**src/rtl/muldiv_pkg.sv**
```systemverilog
`default_nettype none
// ============================================================================
//  Module      : muldiv_pkg
//  Description : Shared op codes, FSM state type and iteration-count helper
//                for the multi-cycle multiply/divide unit.
//  Revision    : 1.0 - initial release
// ============================================================================
package muldiv_pkg;

    // Operation codes; code 7 is unused and behaves as a NOP.
    localparam logic [2:0] OP_NOP   = 3'd0;
    localparam logic [2:0] OP_MULT  = 3'd1;
    localparam logic [2:0] OP_MULTU = 3'd2;
    localparam logic [2:0] OP_DIV   = 3'd3;
    localparam logic [2:0] OP_DIVU  = 3'd4;
    localparam logic [2:0] OP_MTHI  = 3'd5;
    localparam logic [2:0] OP_MTLO  = 3'd6;

    typedef enum logic [1:0] {
        IDLE = 2'd0,
        CALC = 2'd1,
        FIX  = 2'd2
    } state_e;

    // Number of CALC cycles: one quotient bit per cycle for divide,
    // bpc multiplier bits per cycle for multiply.
    function automatic int iter_count(input int width, input int bpc, input logic is_div);
        return is_div ? width : (width / bpc);
    endfunction

endpackage
`default_nettype wire

```
**src/rtl/muldiv_if.sv**
```systemverilog
`default_nettype none
// ============================================================================
//  Module      : muldiv_if
//  Description : Request/response bundle between the EX stage and the
//                multiply/divide unit (handshake, operands, HI/LO).
//  Revision    : 1.0 - initial release
// ============================================================================
interface muldiv_if #(
    parameter int WIDTH = 32
);
    logic             start;
    logic [2:0]       op;
    logic             flush;
    logic [WIDTH-1:0] a;
    logic [WIDTH-1:0] b;
    logic             start_ack;
    logic             busy;
    logic             done;
    logic [WIDTH-1:0] hi;
    logic [WIDTH-1:0] lo;

    modport master (
        output start, op, flush, a, b,
        input  start_ack, busy, done, hi, lo
    );

    modport slave (
        input  start, op, flush, a, b,
        output start_ack, busy, done, hi, lo
    );
endinterface
`default_nettype wire

```
**src/rtl/muldiv_datapath.sv**
```systemverilog
`default_nettype none
// ============================================================================
//  Module      : muldiv_datapath
//  Description : Operand capture, radix-2^MUL_BPC shift-add multiplier,
//                restoring divider and final two's-complement sign fixup.
//  Revision    : 1.0 - initial release
// ============================================================================
module muldiv_datapath #(
    parameter int WIDTH   = 32,
    parameter int MUL_BPC = 2
) (
    input  wire logic             clk,
    input  wire logic             rst,        // active-low, asynchronous
    input  wire logic             load,       // capture operands for a new op
    input  wire logic             is_div,
    input  wire logic             is_signed,
    input  wire logic [WIDTH-1:0] a,
    input  wire logic [WIDTH-1:0] b,
    input  wire logic             step,       // perform one iteration
    output logic      [WIDTH-1:0] res_hi,
    output logic      [WIDTH-1:0] res_lo
);
    localparam int c_acc_w = 2 * WIDTH;
    localparam int c_pp_w  = WIDTH + MUL_BPC;

    // acc holds {partial product, unconsumed multiplier} for multiply and
    // {remainder, dividend/quotient} for divide.
    logic [c_acc_w-1:0] acc_q, acc_d;
    logic [WIDTH-1:0]   opb_q, opb_d;        // multiplicand or divisor magnitude
    logic               is_div_q, is_div_d;
    logic               neg_res_q, neg_res_d; // operand signs differ
    logic               neg_rem_q, neg_rem_d; // dividend was negative
    logic               div_zero_q, div_zero_d;

    logic               w_a_neg, w_b_neg;
    logic [WIDTH-1:0]   w_a_mag, w_b_mag;
    logic [c_pp_w-1:0]  w_pp, w_sum;
    logic [c_acc_w-1:0] w_acc_mul, w_acc_div, w_prod;
    logic [WIDTH:0]     w_shifted;
    logic [WIDTH-1:0]   w_diff, w_rem_next, w_quo, w_rem;
    logic               w_qbit;

    // Next-state for the iteration registers: capture, multiply step or divide step.
    always_comb begin
        acc_d      = acc_q;
        opb_d      = opb_q;
        is_div_d   = is_div_q;
        neg_res_d  = neg_res_q;
        neg_rem_d  = neg_rem_q;
        div_zero_d = div_zero_q;

        w_a_neg = is_signed & a[WIDTH-1];
        w_b_neg = is_signed & b[WIDTH-1];
        w_a_mag = w_a_neg ? -a : a;
        w_b_mag = w_b_neg ? -b : b;

        // Multiply: add digit * multiplicand to the upper half, then shift the
        // whole accumulator right by one digit.
        w_pp = '0;
        for (int i = 0; i < MUL_BPC; i++) begin
            if (acc_q[i]) begin
                w_pp = w_pp + (c_pp_w'(opb_q) << i);
            end
        end
        w_sum     = c_pp_w'(acc_q[c_acc_w-1:WIDTH]) + w_pp;
        w_acc_mul = c_acc_w'({w_sum, acc_q[WIDTH-1:0]} >> MUL_BPC);

        // Divide: shift in the next dividend bit, keep the difference only
        // when it does not go negative.
        w_shifted  = {acc_q[c_acc_w-1:WIDTH], acc_q[WIDTH-1]};
        w_diff     = w_shifted[WIDTH-1:0] - opb_q;
        w_qbit     = (w_shifted >= {1'b0, opb_q});
        w_rem_next = w_qbit ? w_diff : w_shifted[WIDTH-1:0];
        w_acc_div  = {w_rem_next, acc_q[WIDTH-2:0], w_qbit};

        if (load) begin
            is_div_d   = is_div;
            neg_res_d  = w_a_neg ^ w_b_neg;
            neg_rem_d  = w_a_neg;
            div_zero_d = (b == '0);
            opb_d      = is_div ? w_b_mag : w_a_mag;
            acc_d      = {{WIDTH{1'b0}}, (is_div ? w_a_mag : w_b_mag)};
        end else if (step) begin
            acc_d = is_div_q ? w_acc_div : w_acc_mul;
        end
    end

    // Sign fixup of the finished magnitude result, consumed during FIX.
    always_comb begin
        w_prod = neg_res_q ? -acc_q : acc_q;
        w_quo  = acc_q[WIDTH-1:0];
        w_rem  = acc_q[c_acc_w-1:WIDTH];
        if (is_div_q) begin
            // A zero divisor yields an all-ones quotient regardless of sign;
            // the remainder path already reproduces the dividend.
            res_lo = div_zero_q ? '1 : (neg_res_q ? -w_quo : w_quo);
            res_hi = neg_rem_q ? -w_rem : w_rem;
        end else begin
            res_hi = w_prod[c_acc_w-1:WIDTH];
            res_lo = w_prod[WIDTH-1:0];
        end
    end

    // Iteration register file.
    always_ff @(posedge clk or negedge rst) begin
        if (!rst) begin
            acc_q      <= '0;
            opb_q      <= '0;
            is_div_q   <= 1'b0;
            neg_res_q  <= 1'b0;
            neg_rem_q  <= 1'b0;
            div_zero_q <= 1'b0;
        end else begin
            acc_q      <= acc_d;
            opb_q      <= opb_d;
            is_div_q   <= is_div_d;
            neg_res_q  <= neg_res_d;
            neg_rem_q  <= neg_rem_d;
            div_zero_q <= div_zero_d;
        end
    end

endmodule
`default_nettype wire

```
**src/rtl/muldiv_unit.sv**
```systemverilog
`default_nettype none
// ============================================================================
//  Module      : muldiv_unit
//  Description : Multi-cycle multiply/divide unit with private HI/LO
//                registers, start handshake and flush/abort.
//  Revision    : 1.0 - initial release
// ============================================================================
module muldiv_unit
    import muldiv_pkg::*;
#(
    parameter int WIDTH   = 32,
    parameter int MUL_BPC = 2
) (
    input  wire logic clk,
    input  wire logic rst,       // active-low, asynchronous
    muldiv_if.slave   bus
);
    localparam int c_cnt_w = $clog2(WIDTH) + 1;

    state_e             state_q, state_d;
    logic [c_cnt_w-1:0] cnt_q, cnt_d;
    logic               busy_q, busy_d;
    logic               done_q, done_d;
    logic [WIDTH-1:0]   hi_q, hi_d;
    logic [WIDTH-1:0]   lo_q, lo_d;

    logic               w_op_valid, w_arith, w_is_div, w_is_signed;
    logic               w_accept, w_load, w_step;
    logic [WIDTH-1:0]   w_res_hi, w_res_lo;

    // Op decode and start handshake.
    always_comb begin
        w_op_valid  = (bus.op != OP_NOP) && (bus.op <= OP_MTLO);
        w_is_div    = (bus.op == OP_DIV)  || (bus.op == OP_DIVU);
        w_is_signed = (bus.op == OP_MULT) || (bus.op == OP_DIV);
        w_arith     = w_is_div || (bus.op == OP_MULT) || (bus.op == OP_MULTU);
        w_accept    = bus.start && !busy_q && !bus.flush && w_op_valid;
        w_load      = w_accept && w_arith;
        w_step      = (state_q == CALC);
    end

    assign bus.start_ack = w_accept;
    assign bus.busy      = busy_q;
    assign bus.done      = done_q;
    assign bus.hi        = hi_q;
    assign bus.lo        = lo_q;

    muldiv_datapath #(
        .WIDTH   (WIDTH),
        .MUL_BPC (MUL_BPC)
    ) u_datapath (
        .clk       (clk),
        .rst       (rst),
        .load      (w_load),
        .is_div    (w_is_div),
        .is_signed (w_is_signed),
        .a         (bus.a),
        .b         (bus.b),
        .step      (w_step),
        .res_hi    (w_res_hi),
        .res_lo    (w_res_lo)
    );

    // Next state, iteration counter and HI/LO update.
    always_comb begin
        state_d = state_q;
        cnt_d   = cnt_q;
        hi_d    = hi_q;
        lo_d    = lo_q;
        done_d  = 1'b0;

        case (state_q)
            IDLE: begin
                if (w_accept) begin
                    if (bus.op == OP_MTHI) begin
                        hi_d = bus.a;
                    end else if (bus.op == OP_MTLO) begin
                        lo_d = bus.a;
                    end else begin
                        state_d = CALC;
                        cnt_d   = c_cnt_w'(iter_count(WIDTH, MUL_BPC, w_is_div));
                    end
                end
            end
            CALC: begin
                if (bus.flush) begin
                    state_d = IDLE;
                    cnt_d   = '0;
                end else begin
                    cnt_d = cnt_q - 1'b1;
                    if (cnt_q == c_cnt_w'(1)) begin
                        state_d = FIX;
                    end
                end
            end
            FIX: begin
                state_d = IDLE;
                if (!bus.flush) begin
                    hi_d   = w_res_hi;
                    lo_d   = w_res_lo;
                    done_d = 1'b1;
                end
            end
            default: state_d = IDLE;
        endcase

        busy_d = (state_d != IDLE);
    end

    // Control and architectural register state.
    always_ff @(posedge clk or negedge rst) begin
        if (!rst) begin
            state_q <= IDLE;
            cnt_q   <= '0;
            busy_q  <= 1'b0;
            done_q  <= 1'b0;
            hi_q    <= '0;
            lo_q    <= '0;
        end else begin
            state_q <= state_d;
            cnt_q   <= cnt_d;
            busy_q  <= busy_d;
            done_q  <= done_d;
            hi_q    <= hi_d;
            lo_q    <= lo_d;
        end
    end

endmodule
`default_nettype wire

```
**src/flat_wrapper.sv**
```systemverilog
// flat-port wrapper written by rule: the top's interface ports become plain ports
module muldiv_unit_flat import muldiv_pkg::*;
#(
    parameter int WIDTH   = 32,
    parameter int MUL_BPC = 2
)
  (clk, rst, bus_start, bus_op, bus_flush, bus_a, bus_b, bus_start_ack, bus_busy, bus_done, bus_hi, bus_lo);
  muldiv_if #(.WIDTH(WIDTH)) bus_i ();
  input  wire logic clk;
  input  wire logic rst;
  input wire logic [$bits(bus_i.start)-1:0] bus_start;
  input wire logic [$bits(bus_i.op)-1:0] bus_op;
  input wire logic [$bits(bus_i.flush)-1:0] bus_flush;
  input wire logic [$bits(bus_i.a)-1:0] bus_a;
  input wire logic [$bits(bus_i.b)-1:0] bus_b;
  output wire logic [$bits(bus_i.start_ack)-1:0] bus_start_ack;
  output wire logic [$bits(bus_i.busy)-1:0] bus_busy;
  output wire logic [$bits(bus_i.done)-1:0] bus_done;
  output wire logic [$bits(bus_i.hi)-1:0] bus_hi;
  output wire logic [$bits(bus_i.lo)-1:0] bus_lo;
  assign bus_i.start = bus_start;
  assign bus_i.op = bus_op;
  assign bus_i.flush = bus_flush;
  assign bus_i.a = bus_a;
  assign bus_i.b = bus_b;
  assign bus_start_ack = bus_i.start_ack;
  assign bus_busy = bus_i.busy;
  assign bus_done = bus_i.done;
  assign bus_hi = bus_i.hi;
  assign bus_lo = bus_i.lo;
  muldiv_unit #(.WIDTH(WIDTH), .MUL_BPC(MUL_BPC)) u_core (.clk(clk), .rst(rst), .bus(bus_i));
endmodule
```
**config.mk**
```make
export PLATFORM = sky130hd
export DESIGN_NAME = muldiv_unit_flat
export DESIGN_NICKNAME = d
export VERILOG_FILES = /design/src/rtl/muldiv_pkg.sv /design/src/rtl/muldiv_if.sv /design/src/rtl/muldiv_datapath.sv /design/src/rtl/muldiv_unit.sv /design/src/flat_wrapper.sv
export SDC_FILE = /design/constraint.sdc
export NUM_CORES = 1
export LEC_CHECK = 0
export CORE_UTILIZATION = 60
export CTS_BUF_LIST = sky130_fd_sc_hd__clkbuf_8 sky130_fd_sc_hd__clkbuf_16
export DETAILED_ROUTE_END_ITERATION = 8
export DONT_BUFFER_PORTS = 1
export GPL_TIMING_DRIVEN = 1
export PLACE_DENSITY = 0.76
export SLEW_MARGIN = 20
export SYNTH_ARGS = -nofsm -noshare
export SYNTH_HDL_FRONTEND = slang
export SYNTH_SLANG_ARGS = --single-unit
```
**constraint.sdc**
```tcl
create_clock -name clk -period 6.15 [get_ports clk]
set_input_delay 1.23 -clock clk [delete_from_list [all_inputs] [get_ports clk]]
set_output_delay 1.23 -clock clk [all_outputs]
set_load 0.005 [all_outputs]
```
After elaboration in Yosys (flattened, before gate mapping)
Index checks and enable logic that the tools add are counted.
{ "word_totals": {"regBits": 174, "elab_cells": 101} }
{ "op_classes": {"addsub": 9, "n_lt_le_gt_ge": 2, "eq_ne": 15, "mux": 39, "n_bitwise": 3, "n_reduce_logical": 21} }
{ "ops": {"columns": ["cell", "count"], "rows": [
  ["32-bit 2-to-1 mux", 18],
  ["64-bit 2-to-1 mux", 4],
  ["32-bit negator", 4],
  ["32-bit one-hot mux with 2 select lines", 2],
  ["64-bit negator", 1],
  ["32-bit by 33-bit adder with 34-bit output", 1],
  ["32-bit by 34-bit adder with 34-bit output", 1],
  ["34-bit 2-to-1 mux", 1],
  ["33-bit by 32-bit >= comparator with 1-bit output", 1],
  ["32-bit zero test", 1],
  ["32-bit subtractor", 1],
  ["6-bit 2-to-1 mux", 5],
  ["6-bit one-hot mux with 2 select lines", 1],
  ["2-bit 2-to-1 mux", 5],
  ["3-bit == test, second input constant", 3],
  ["2-bit inequality test, second input constant", 4],
  ["4-bit AND reduction", 2],
  ["2-bit nonzero test", 4],
  ["3-bit by 2-bit == test with 1-bit output, second input constant", 2],
  ["6-bit by 1-bit == test with 1-bit output, second input constant", 1],
  ["6-bit by 1-bit subtractor with 6-bit output, second input constant", 1],
  ["1-bit logical AND", 5],
  ["5-bit AND reduction", 1],
  ["1-bit logical OR", 4],
  ["other kinds (12)", 16]
]} }

Longest topological paths before layout
{ "logic_depth": {"ltp_word": 7, "depth_mapped": 25, "depth_no_buf": 23} }

By module
From an unflattened synthesis, not the netlist that was laid out.
{ "unflattened": {"hier_cells": 2294, "hier_area_um2": 17600.6} }
{ "by_module_without_submodules": {"columns": ["mod", "instances", "cells_each", "area_per_inst_um2", "seq_area_each_um2"], "rows": [
  ["muldiv_datapath", 1, 1949, 14059.7, 2502.4],
  ["muldiv_unit", 1, 345, 3540.9, 1851.8]
]} }

Least setup slack after synthesis
OpenSTA, ideal clock, no wires.
{ "synth_timing": {"path_type": "register -> register", "startpoint": "reg u_core.u_datapath.acc_q[0]", "endpoint": "reg u_core.u_datapath.acc_q[61]", "setup_time_ps": 110, "t_arrival_ps": 5296, "required_time_ps": 6040, "path_slack_ps": 744, "stages_incl_launch_ff": 24, "path_buffers": 2, "period_less_slack_ps": 5406, "cell_sequence": "dfrtp_1 -> clkbuf_1 -> clkinv_1 -> clkbuf_1 -> nor2_1 -> ha_1 -> fa_1 -> nand2_1 -> o211ai_1 -> o2111a_1 -> nor2_1 -> o311ai_0 -> xor2_1 -> mux2_2 -> ha_1 -> a21oi_1 -> a21boi_0 -> a311oi_1 -> nand2_1 -> o211a_1 -> o41a_1 -> a21oi_1 -> nor3b_1 -> o41ai_1"} }
{ "synth_via": {"elab_chain_len": 7} }
{ "synth_lines": {"columns": ["element", "line", "text"], "rows": [
  ["from (decl)", "muldiv_datapath.sv:28", "logic [c_acc_w-1:0] acc_q, acc_d;"],
  ["from (signal assigned)", "muldiv_datapath.sv:107", "acc_q <= '0;"],
  ["from (signal assigned)", "muldiv_datapath.sv:114", "acc_q <= acc_d;"],
  ["32-bit 2-to-1 mux (*)", "muldiv_datapath.sv:61", "if (acc_q[i]) begin"],
  ["32-bit by 33-bit adder with 34-bit output", "muldiv_datapath.sv:62", "w_pp = w_pp + (c_pp_w'(opb_q) << i);"],
  ["34-bit 2-to-1 mux (*)", "muldiv_datapath.sv:61", null],
  ["32-bit by 34-bit adder with 34-bit output (*)", "muldiv_datapath.sv:65", "w_sum = c_pp_w'(acc_q[c_acc_w-1:WIDTH]) + w_pp;"],
  ["64-bit 2-to-1 mux (*)", "muldiv_datapath.sv:84", "acc_d = is_div_q ? w_acc_div : w_acc_mul;"],
  ["64-bit 2-to-1 mux (*)", "muldiv_datapath.sv:83", "end else if (step) begin"],
  ["64-bit 2-to-1 mux (*)", "muldiv_datapath.sv:76", "if (load) begin"]
]} }
Mark *: on every way between the ends. The rest lies on a longest branch, timed or not. The select of a mux whose other input is x is not followed.
A chain may end at the register's enable or synchronous reset.

Final worst setup path
{ "layout_timing": {"startpoint": "reg u_core.u_datapath.acc_q[0]", "endpoint": "reg u_core.u_datapath.acc_q[54]"} }
Same word-level chain as after synthesis.

==> results.yml <==
outcome:
  status: "finished, final reports clean"
worst_setup_path:
  crit_top_cell: "nand2_1"
  crit_slowest_cell: "a2111oi_0"
  required_ns: 6.50
  timing.rr.end: "u_core.u_datapath.acc_q[54]"
  setup.worst_path.end: "u_core.u_datapath.acc_q[54]"
  path_max_fanout: 13
  path_cells: "clkinvlp_4, nor2_1, ha_1, fa_1, nand2_1, o211ai_1, buf_4, a21oi_1, o21ai_0, a32oi_1, xnor2_1, mux2_2, ha_1, nand2_1, nand2_1, o21ai_0, nand2_1, a2111oi_0, o21bai_1, a21oi_1, mux2i_1, a32o_1"
  cp.arrival_ns: 6.09
  r2r_cells: 22
  crit_path_max_incr_delay_ns: 0.71
  startpoint_type: "flop"
  timing.reg2reg.setup_slack_ns: 0.41
  crit_start: "u_core.u_datapath.acc_q[0]"
  r2r-start: "u_core.u_datapath.acc_q[0]"
  worstSetupEndpointType: "flop"
  crit_type: "reg -> reg"
cells_and_area:
  n_antenna_cell: 0
  stdcell_count: 2477
  layout_common_cells: "nand2_1 (204), a21oi_1 (193), nor2_1 (179), dfrtp_1 (173), o21ai_0 (164)"
  final_cell_area_mm2: 0.0179
  drive_gt1_frac: 0.0667
  layout.nets: 2256
  final_common_cell: "nand2_1"
  syn_to_final_growth_pct: 5.12
global_routing:
  grt_max_degree: 175
  gr-total-overflow: 0
  grt_antenna_before_repair: 0
  grt_pass1_vias: 15577
  track_usage: 0.418
  grt_pass1_wl_um: 91900
power_and_ir_drop:
  peakVddDrop_v: 0.000331
  p_per_area_mw_per_mm2: 591
  power.leakage_nw: 7.54
cts:
  clock-sinks: 174
  insertion_delay_ns: 0.45
  ctsHoldBuffers: 0
  root_buffer: "clkbuf_16"
  cts_max_path_buffers: 2
  cts_tree: "done"
  htreeDepth: 4
  cts-buffers-inserted: 17
  clkSlewWorstSetupHoldPaths_ns: 0.08
timing:
  setup_violations: 0
  post-route-period-util: 0.934
  tns_ns: 0
  tightest_slew_ns: 1.01
  slew_headroom: 0.327
  finClkSkew_ns: 0.0156
  hold_viol_final: 0
  fmax_mhz: 174
  fin_crit_ns: 5.74
  drv_slew: 0
routing:
  ant_nets: 0
  drtIter0Drc: 2169
  vias: 17325
  dr.pass1.iters: 5
  viasPerCell: 6.99
  drt_wl_total_um: 61300
  wl_per_cell_um: 24.8
  drc: 0
logic_synthesis:
  synth.avg_cell_area_um2: 7.85
  synth_top_area_share: 0.256
  synth_top_area_cell: "dfrtp_1"
  syn_nets: 2335
  ys_seq_elements: 174
  seq_area_frac_synth: 0.256
  synth_area_mm2: 0.0170
  synth_area_leaders: "dfrtp_1 (26%), ha_1 (7.1%), xnor2_1 (6.3%), a21oi_1 (5.7%), o21ai_0 (4.8%)"
  ys_types: 88
  synth_edf_count: 0
  syn_inst: 2165
  synthFlopType: "dfrtp_1"
  synthArstFlopShare: 1.00
  yosysWarnings: 0
die:
  num_io_pins: 138
  die-area_mm2: 0.0290
  die_w_um: 170
  fp-row-count: 61
  die_h_um: 170
  start_util: 0.610
  core_area_mm2: 0.0279
placement:
  placedCellCount: 2442
  place_area_mm2: 0.0172
  portBuffers: 0
  gp_congestion: 1.02
  hpwl_um: 46500
hold_path:
  min_path_type: "in -> async"
run:
  maxCapViolCount: 0
[per-layer routing]
layer / GRT usage / wire (um) / up-vias / share of wire
li1: - / - / 7861 / -
met4: 0.179 / 2530 / 0 / 0.041
met5: 0 / 0 / - / 0
met1: 0.569 / 25000 / 8230 / 0.41
met3: 0.126 / 8150 / 145 / 0.13
met2: 0.609 / 25700 / 1089 / 0.42
[worst max-delay path, delay by kind of cell (launching register included)]
family | cells | cell delay [ns]
muxes | 2 | 0.38
and+or+nand+nor | 5 | 0.79
adders and majority gates | 3 | 0.81
AOI/OAI and AO/OA | 9 | 2.62
xor gates and xnor gates | 1 | 0.16
DFF | 1 | 0.39
buffers and inverters | 2 | 0.48
[registers in the layout, summed over array words and instances, names as in the netlist, 2 cells and up]
register and flops:
u_core.bus.hi 32, u_core.bus.lo 32, u_core.cnt_q 6, u_core.state_q 2, u_core.u_datapath.acc_q 64, u_core.u_datapath.opb_q 32
[cells in the mapped netlist, types with 6 or more instances]
cell / count
ha_1: 96
o41ai_1: 15
a2111oi_0: 6
o22ai_1: 49
buf_1: 17
o22a_1: 16
and2_1: 10
a31o_2: 6
a21o_1: 44
o221ai_1: 47
a211oi_1: 30
or2_2: 12
nor3b_1: 7
o21ai_0: 164
dfrtp_1: 174
mux2i_1: 42
nand2_1: 204
o21bai_1: 17
nor3_1: 49
o211ai_1: 22
a21oi_1: 193
a21boi_0: 7
o21a_1: 12
nor2b_1: 14
mux2_2: 30
a31oi_1: 25
o31ai_1: 27
nor4_1: 13
or4_1: 9
nand2b_1: 15
buf_2: 7
xor2_1: 73
inv_1: 81
nand4_1: 12
clkbuf_1: 100
o21ai_1: 8
xnor2_1: 123
nand3_1: 62
and3_1: 19
nor2_1: 180
or3_1: 26
[report_power, final]
part           internal, W  leakage, nW  total, W  switching (W)
clock network     0.000659        0.313   0.00122       0.000558
registers          0.00164         2.16   0.00254       0.000908
logic              0.00282         5.07   0.00681        0.00398
total              0.00512         7.54    0.0106        0.00545
[final cells by class]
type / count / area, um^2
clock inverters: 15 / 201
flip-flops and latches: 174 / 4360
repair buffers: 28 / 214
inverters: 83 / 315
well taps: 378 / 473
clock buffers: 17 / 425
fillers: 2490 / 9990
multi-input cells: 1782 / 11900
[worst min-delay path by stage]
stage                           start                          end  cells past startpoint
CTS                               rst  u_core.u_datapath.acc_q[44]                      0
detailed placement  u_core.bus.lo[31]            u_core.bus.lo[31]                      2
global route                      rst  u_core.u_datapath.acc_q[44]                      0
global placement    u_core.bus.lo[31]            u_core.bus.lo[31]                      2
floorplan             u_core.cnt_q[5]              u_core.cnt_q[5]                      2
finish                            rst  u_core.u_datapath.acc_q[44]                      0
[metrics by stage]
stage / hold WS [ns] / total power [W] / utilization / setup WS (ns)
floorplan: 0.472 / 0.00732 / - / 0.744
global placement: 0.486 / 0.00900 / 0.618 / 0.411
detailed placement: 0.495 / 0.00910 / 0.618 / 0.286
CTS: 0.461 / 0.0103 / 0.640 / 0.288
global route: 0.456 / 0.0113 / 0.642 / -0.0673
finish: 0.466 / 0.0106 / 0.642 / 0.407
[cells by family (layout without fill, tap and decap cells)]
kind of cell	Yosys count	in the layout	synth area share
flip-flops	174	174	0.256
adder cells (fa/ha/maj)	99	99	0.0742
buffers and inverters	209	143	0.0475
AND/OR/NAND/NOR	660	660	0.186
multiplexers	72	72	0.0446
AO/OA/AOI/OAI	755	755	0.291
XOR/XNOR	196	196	0.101
[timing repair]
item,4_1_cts,5_1_grt
buffers inserted,0,2
setup endpoints to repair,0,1
gates resized for setup,0,1
Note: power is estimated with default switching activity, not from simulation.
